<file path="config.mk">
export PLATFORM = sky130hd
export DESIGN_NAME = nv_nvdla_cdma_single_reg_param
export DESIGN_NICKNAME = d
export VERILOG_FILES = /design/src/rtl/nv_nvdla_cdma_single_reg_param.sv
export SDC_FILE = /design/constraint.sdc
export NUM_CORES = 1
export LEC_CHECK = 0
export BUFFER_PORTS_ARGS = -buffer_cell sky130_fd_sc_hd__buf_2
export CORE_UTILIZATION = 41
export DETAILED_ROUTE_END_ITERATION = 10
export PLACE_DENSITY = 0.86
export SYNTH_ARGS = -nofsm -noshare
export SYNTH_HDL_FRONTEND = slang
export SYNTH_SLANG_ARGS = --single-unit
</file>
<file path="constraint.sdc">
create_clock -name nvdla_core_clk -period 1.2 [get_ports nvdla_core_clk]
set_input_delay 0.18 -clock nvdla_core_clk [delete_from_list [all_inputs] [get_ports nvdla_core_clk]]
set_output_delay 0.18 -clock nvdla_core_clk [all_outputs]
set_load 0.02 [all_outputs]
</file>
<file path="src/rtl/nv_nvdla_cdma_single_reg_param.sv">
// ---------------------------------------------------------------------------
// nv_nvdla_cdma_single_reg_param
//
// Parametrised CDMA single (non-shadowed) register bank. Holds the arbiter
// weights per DMA channel, the write-mem-bubble weight, the ping-pong
// producer pointer over NUM_GROUPS register groups, and a sticky W1C
// interrupt status with mask driving a registered interrupt. Reads are
// registered (one cycle latency).
//
// Ports
//   nvdla_core_clk  in   core clock
//   nvdla_core_rst  in   asynchronous reset, active high
//   reg_offset      in   [11:0] register byte offset
//   reg_wr_data     in   [31:0] write data
//   reg_wr_en       in   write strobe, one cycle per write
//   reg_rd_en       in   read strobe, one cycle per read
//   reg_rd_data     out  [31:0] read data, valid with reg_rd_valid
//   reg_rd_valid    out  read-data strobe
//   arb_weight      out  [NUM_CH*WGT_W-1:0] channel k weight at [k*WGT_W +: WGT_W]
//   arb_wmb         out  [WGT_W-1:0] write-mem-bubble weight
//   producer        out  [PTR_W-1:0] group software is programming
//   consumer        in   [PTR_W-1:0] group hardware is executing
//   status          in   [2*NUM_GROUPS-1:0] group g status at [2g +: 2]
//   flush_done      in   CBUF flush complete (level)
//   intr            out  masked interrupt
//
// Register map (unused bits read 0, unknown offsets read 0 / ignore writes)
//   0x000 STATUS       RO  status
//   0x004 POINTER      producer [PTR_W-1:0] RW, consumer [16 +: PTR_W] RO
//   0x008 ARB0         weight ch0 [WGT_W-1:0], wmb [16 +: WGT_W]
//   0x00C FLUSH        RO  flush_done [0]
//   0x010 INTR_STATUS  W1C [0] flush rise, [1] producer write rejected
//   0x014 INTR_MASK    RW  [1:0]
//   0x020+4*(k-1)      ARBk weight, k = 1..NUM_CH-1
// ---------------------------------------------------------------------------
module nv_nvdla_cdma_single_reg_param #(
    parameter int               NUM_GROUPS = 2,
    parameter int               NUM_CH     = 1,
    parameter int               WGT_W      = 4,
    parameter logic [WGT_W-1:0] WGT_RST    = WGT_W'(4'hF),
    parameter logic [WGT_W-1:0] WMB_RST    = WGT_W'(4'h3),
    parameter int               PTR_W      = (NUM_GROUPS > 1) ? $clog2(NUM_GROUPS) : 1
) (
    input  logic                      nvdla_core_clk,
    input  logic                      nvdla_core_rst,
    input  logic [11:0]               reg_offset,
    input  logic [31:0]               reg_wr_data,
    input  logic                      reg_wr_en,
    input  logic                      reg_rd_en,
    output logic [31:0]               reg_rd_data,
    output logic                      reg_rd_valid,
    output logic [NUM_CH*WGT_W-1:0]   arb_weight,
    output logic [WGT_W-1:0]          arb_wmb,
    output logic [PTR_W-1:0]          producer,
    input  logic [PTR_W-1:0]          consumer,
    input  logic [2*NUM_GROUPS-1:0]   status,
    input  logic                      flush_done,
    output logic                      intr
);

    // Byte offset of the extra-channel weight register for channel k (k >= 1).
    function automatic logic [11:0] arb_off(input int k);
        arb_off = 12'(32'h0000_0020 + 32'(4 * (k - 1)));
    endfunction

    logic [NUM_CH*WGT_W-1:0] arb_weight_r;
    logic [WGT_W-1:0]        arb_wmb_r;
    logic [PTR_W-1:0]        producer_r;
    logic [1:0]              intr_status_r;
    logic [1:0]              intr_mask_r;
    logic                    intr_r;
    logic                    flush_done_d_r;
    logic [31:0]             reg_rd_data_r;
    logic                    reg_rd_valid_r;

    logic                    wr_pointer_s;
    logic                    wr_arb0_s;
    logic                    wr_istat_s;
    logic                    wr_imask_s;
    logic                    prod_ok_s;
    logic                    flush_rise_s;
    logic [1:0]              intr_set_s;
    logic [1:0]              intr_clr_s;
    logic [1:0]              intr_status_nxt_s;
    logic [WGT_W-1:0]        arbk_data_s;
    logic [31:0]             rd_mux_s;
    logic                    unused_wr_data_s;

    // Upper write-data bits have no destination in any register.
    assign unused_wr_data_s = &{1'b0, reg_wr_data};

    // Write decode, producer range check and interrupt status next state.
    always_comb begin
        wr_pointer_s = reg_wr_en & (reg_offset == 12'h004);
        wr_arb0_s    = reg_wr_en & (reg_offset == 12'h008);
        wr_istat_s   = reg_wr_en & (reg_offset == 12'h010);
        wr_imask_s   = reg_wr_en & (reg_offset == 12'h014);
        prod_ok_s    = (reg_wr_data[15:0] < 16'(NUM_GROUPS));
        // flush_done_d resets to 1 so a level already high at reset is no edge
        flush_rise_s = flush_done & ~flush_done_d_r;
        intr_set_s   = {wr_pointer_s & ~prod_ok_s, flush_rise_s};
        if (wr_istat_s) begin
            intr_clr_s = reg_wr_data[1:0];
        end else begin
            intr_clr_s = 2'b00;
        end
        // A set event in the same cycle as its clear wins
        intr_status_nxt_s = (intr_status_r & ~intr_clr_s) | intr_set_s;
    end

    // Weight of the addressed extra channel (zero when no channel matches).
    always_comb begin
        arbk_data_s = {WGT_W{1'b0}};
        for (int k = 1; k < NUM_CH; k++) begin
            arbk_data_s = arbk_data_s |
                ({WGT_W{reg_offset == arb_off(k)}} & arb_weight_r[k*WGT_W +: WGT_W]);
        end
    end

    // Read-data selection from pre-write register contents.
    always_comb begin
        rd_mux_s = 32'h0000_0000;
        case (reg_offset)
            12'h000: rd_mux_s[2*NUM_GROUPS-1:0] = status;
            12'h004: begin
                rd_mux_s[PTR_W-1:0]   = producer_r;
                rd_mux_s[16 +: PTR_W] = consumer;
            end
            12'h008: begin
                rd_mux_s[WGT_W-1:0]   = arb_weight_r[WGT_W-1:0];
                rd_mux_s[16 +: WGT_W] = arb_wmb_r;
            end
            12'h00C: rd_mux_s[0]   = flush_done;
            12'h010: rd_mux_s[1:0] = intr_status_r;
            12'h014: rd_mux_s[1:0] = intr_mask_r;
            default: rd_mux_s[WGT_W-1:0] = arbk_data_s;
        endcase
    end

    // Arbiter weights and write-mem-bubble weight.
    always_ff @(posedge nvdla_core_clk or posedge nvdla_core_rst) begin
        if (nvdla_core_rst) begin
            arb_weight_r <= {NUM_CH{WGT_RST}};
            arb_wmb_r    <= WMB_RST;
        end else begin
            if (wr_arb0_s) begin
                arb_weight_r[WGT_W-1:0] <= reg_wr_data[WGT_W-1:0];
                arb_wmb_r               <= reg_wr_data[16 +: WGT_W];
            end
            for (int k = 1; k < NUM_CH; k++) begin
                if (reg_wr_en && (reg_offset == arb_off(k))) begin
                    arb_weight_r[k*WGT_W +: WGT_W] <= reg_wr_data[WGT_W-1:0];
                end
            end
        end
    end

    // Producer pointer: out-of-range writes are dropped and flagged.
    always_ff @(posedge nvdla_core_clk or posedge nvdla_core_rst) begin
        if (nvdla_core_rst) begin
            producer_r <= {PTR_W{1'b0}};
        end else if (wr_pointer_s && prod_ok_s) begin
            producer_r <= reg_wr_data[PTR_W-1:0];
        end
    end

    // Interrupt status, mask, flush edge history and registered interrupt.
    always_ff @(posedge nvdla_core_clk or posedge nvdla_core_rst) begin
        if (nvdla_core_rst) begin
            intr_status_r  <= 2'b00;
            intr_mask_r    <= 2'b00;
            intr_r         <= 1'b0;
            flush_done_d_r <= 1'b1;
        end else begin
            intr_status_r  <= intr_status_nxt_s;
            flush_done_d_r <= flush_done;
            intr_r         <= |(intr_status_r & intr_mask_r);
            if (wr_imask_s) begin
                intr_mask_r <= reg_wr_data[1:0];
            end
        end
    end

    // Registered read path; data holds between reads.
    always_ff @(posedge nvdla_core_clk or posedge nvdla_core_rst) begin
        if (nvdla_core_rst) begin
            reg_rd_data_r  <= 32'h0000_0000;
            reg_rd_valid_r <= 1'b0;
        end else begin
            reg_rd_valid_r <= reg_rd_en;
            if (reg_rd_en) begin
                reg_rd_data_r <= rd_mux_s;
            end
        end
    end

    assign reg_rd_data  = reg_rd_data_r;
    assign reg_rd_valid = reg_rd_valid_r;
    assign arb_weight   = arb_weight_r;
    assign arb_wmb      = arb_wmb_r;
    assign producer     = producer_r;
    assign intr         = intr_r;

endmodule

</file>
* Word level (Yosys, flattened, before mapping)
Index checks and enable logic that the tools add are counted.
Operators by class: order comparisons 1, bitwise gates (word level) 12, equality and inequality tests 5, mux-type cells 6, reduce and logical (&&, ||, !) cells 3
Operators with widths (number):
- 12-bit by 4-bit equality test with 1-bit output, second input constant | 2
- 12-bit by 5-bit equality test with 1-bit output, second input constant | 2
- 16-bit by 2-bit less-than comparator with 1-bit output, second input constant | 1
- 12-bit by 3-bit equality test with 1-bit output, second input constant | 1
- 12-bit logical NOT | 1
- 1-bit AND | 6
- 1-bit one-hot mux with 6 select lines | 1
- 2-bit AND | 2
- 1-bit one-hot mux with 4 select lines | 1
- 2-bit one-hot mux with 2 select lines | 1
- 3-bit two-way mux | 1
- 2-bit two-way mux | 1
- 1-bit inverter | 2
- 2-bit inverter | 1
- 2-bit OR | 1
- 1-bit one-hot mux with 2 select lines | 1
- 2-bit OR reduction | 1
- 1-bit logical AND | 1
Storage, ports and cells: word-level logic and storage cells 36, output and inout bits 43, flip-flop bits (word level) 24, input port bits 54

* Logic depth before layout (Yosys ltp)
depth in word-level cells 6, depth in mapped cells 5, depth with buffers taken out 4

* Worst setup path before layout
Ideal clock, no wire load.
path kind input -> register, start point in reg_offset[1], end point reg arb_wmb_r[2] (netlist: arb_wmb[2]), stages on the path 5, path buffers 1, arrival 1.683 ns, path slack -0.608 ns, data required time 1.075 ns, path through or4_4 -> nor4_4 -> and3_1 -> buf_6 -> mux2_2
Between the ends: word-level cells in the longest chain between the ends 2
Ends and longest elaborated chain:
- start, declared | RTL line 46 | input logic [11:0] reg_offset,
- 12-bit by 4-bit equality test with 1-bit output | RTL line 95 | wr_arb0_s = reg_wr_en & (reg_offset == 12'h008);
- 1-bit AND | RTL line 95
- end signal, assigned | RTL line 148 | arb_wmb_r <= reg_wr_data[16 +: WGT_W];
- end, declared | RTL line 67 | logic [WGT_W-1:0] arb_wmb_r;
No other way between the ends. A chain may end at the register's enable or synchronous reset.

* Worst setup path after layout
Same ends and word-level chain as after synthesis.

==> results.yml <==
yosys:
  synthFlopType: "dfrtp_1"
  synth-seq-cells: 24
  synthMostInstantiatedCell: "buf_4"
  synth_area_leaders: "dfrtp_1 31%, buf_4 14%, dfstp_2 13%"
  synth.yosys.seq_area_share: 0.446
  ys_async_sr_fraction: 1.00
  avgSynthCellArea_um2: 10.8
  ys_types: 29
  syn-cell-area_mm2: 0.00137
  synth_top_cell_by_area: "dfrtp_1"
  synth_top_area_frac: 0.312
  yosys_warnings: 0
  synth_cells: 126
  synthTopCellsByCount: "26 x buf_4, 17 x dfrtp_1, 13 x inv_1"
  synth-edff-count: 0
cells_and_area:
  fin_util: 0.638
  antenna_cells: 0
  nets: 262
  multi_input_area_um2: 667
  fin_area_mm2: 0.00198
  register_area_um2: 611
  nFillCells: 271
  drive_gt1_frac: 0.585
  area_growth_pct: 45.1
floorplanning:
  start_util: 0.440
  row_count: 20
  coreArea_mm2: 0.00310
  io_pins: 97
  fp.dieW_um: 59.7
  dieArea_mm2: 0.00356
  die_y_um: 59.7
sta:
  min_period_over_period: 1.27
  rsz0062_at_grt: "yes"
  setup-violations-final: 21
  min_period_ps: 1520
  tns_ps: -4010
  setup_ws_ps: -322
  fin_skew_ps: 2.94
  holdWs_ps: 79.7
  timing_hold_violations_final: 0
  fmax_mhz: 657
  final_max_slew_viol_count: 0
setup_path:
  slowest_delay_ps: 580
  cp_data_required_time_ps: 1420
  worst-setup-path-type: "primary input to flop"
  worstSetupStartpointType: "primary input"
  arrival_ps: 1740
  r2r.worst_path.cells: 3
  cp.depth: 5
  crit_path_max_fanout: 8
  crit_family: "simple AND/OR/NAND/NOR gates"
  crit_path_end_kind: "flop"
  crit_chain: "buf_6 -> or4_4 -> nor4_4 -> and3_4 -> mux2_2"
  worst_path_max_delay_cell: "or4_4"
  critPathBufInv: 1
grt:
  grt_max_degree: 25
  grt.total_usage: 0.185
  grt-ovfl-total: 0
  grt_first_pass_wirelength_um: 4780
  grt_pass1_vias: 1019
  antenna_found_initial: 0
worst_hold_path:
  hold_class: "primary input to flop"
  hold_depth: 2
detailed_routing:
  wl_per_cell_um: 12.9
  viasPerCell: 4.58
  firstDrtPassIters: 4
  drt_iter0_drc: 13
  drtAntennaViolNets: 0
  wirelength_um: 3230
  num_vias: 1149
  drc_errors: 0
clock_network:
  cts_tree: "built"
  clk_pin_slew_ps: 140
  ctsHtreeMaxLevel: 1
  cts-root-buf: "clkbuf_4"
  cts_buffers: 3
  clock_path_buffers: 2
  clk_latency_ps: 320
  clock-sinks: 24
power:
  power_switching_uw: 425
  power_mw: 1.69
  p_comb_frac: 0.164
  p_seq_frac: 0.485
  clkPwrFrac: 0.352
  p_int_mw: 1.27
  p_leak_nw: 0.992
  swShare: 0.251
  power_density_mw_per_mm2: 854
  ir_worst_vdd_uv: 672
placed_design:
  post_dp_cell_area_mm2: 0.00175
  dpl.hpwl_um: 2370
  gp_routability_congestion: 0.793
  io_buffers: 60
job:
  cap_violations: 0
status:
  violations: "negative setup slack"
  status: "finished, violations left"
registers in the layout, summed over array words and instances (netlist names):
register,count
intr_mask_r,2
intr,1
producer,1
reg_rd_valid,1
flush_done_d_r,1
arb_weight,4
reg_rd_data,8
intr_status_r,2
arb_wmb,4
power by group through the flow:
stage	Combinational (mW)	Clock, mW	Sequential [mW]
after floorplan	0.188	0	0.837
after global placement	0.250	0	0.833
after detailed placement	0.254	0	0.834
after CTS	0.268	0.597	0.819
after global routing	0.299	0.634	0.821
final	0.277	0.595	0.820
stage by stage:
step,worst slack (ps),instances
3_3_place_gp,-706,239
5_1_grt,-336,251
2_1_floorplan,-608,149
6_report,-322,251
4_1_cts,-323,248
3_5_place_dp,-713,239
routing by layer:
layer | vias to the layer above | track usage | part of all wire
met1 | 537 | 0.240 | 0.41
met4 | 0 | 0.0698 | 0.011
met5 | - | 0 | 0
met2 | 57 | 0.311 | 0.51
met3 | 4 | 0.0281 | 0.069
li1 | 551 | - | -
what timing repair did:
item / 4_1_cts / 5_1_grt
buffers inserted: 4 / 3
endpoints found under the setup margin: 26 / 27
hold endpoints to repair: 18 / 0
resized for setup: 16 / 14
gates cloned: 0 / 0
hold buffers: 2 / 0
pin swaps: 6 / 5
final timing paths:
kind,from,endpoint,slack (ps)
hold / removal,reg_wr_data[18],arb_wmb[2],80
min in group asynchronous,nvdla_core_rst,reg_rd_valid,420
setup reg to reg,producer,reg_rd_data[0],-50
setup / recovery,reg_offset[1],arb_wmb[2],-320
hold reg to reg,reg_rd_data[16],reg_rd_data[16],510
max in group asynchronous,nvdla_core_rst,arb_weight[1],490
kinds of logic (layout without fill, tap and decap cells):
logic type | after synthesis | count (layout) | synth area share
compound gates | 13 | 13 | 0.0642
other cells | 1 | 24 | 0.00275
buf+inv | 41 | 99 | 0.190
flops | 24 | 24 | 0.446
mux | 17 | 17 | 0.145
simple gates | 30 | 30 | 0.152
cell type report:
| cell class | count | share of cell area |
|---|---|---|
| multi-input cells | 84 | 0.337 |
| flip-flops and latches | 24 | 0.308 |
| repair buffers | 82 | 0.276 |
| well taps | 44 | 0.0278 |
| inverters | 13 | 0.0246 |
| clock inverters | 1 | 0.0152 |
| clock buffers | 3 | 0.0114 |
cell usage in the layout (no fill, tap or decap), types with 5 or more instances in the layout:
cell type  count
conb_1        24
buf_6         11
nand3_2        5
inv_1         13
buf_2         51
dfstp_2        7
buf_4         17
dfrtp_1       16
mux2_2         9
Note: power is estimated with default switching activity, not from simulation.
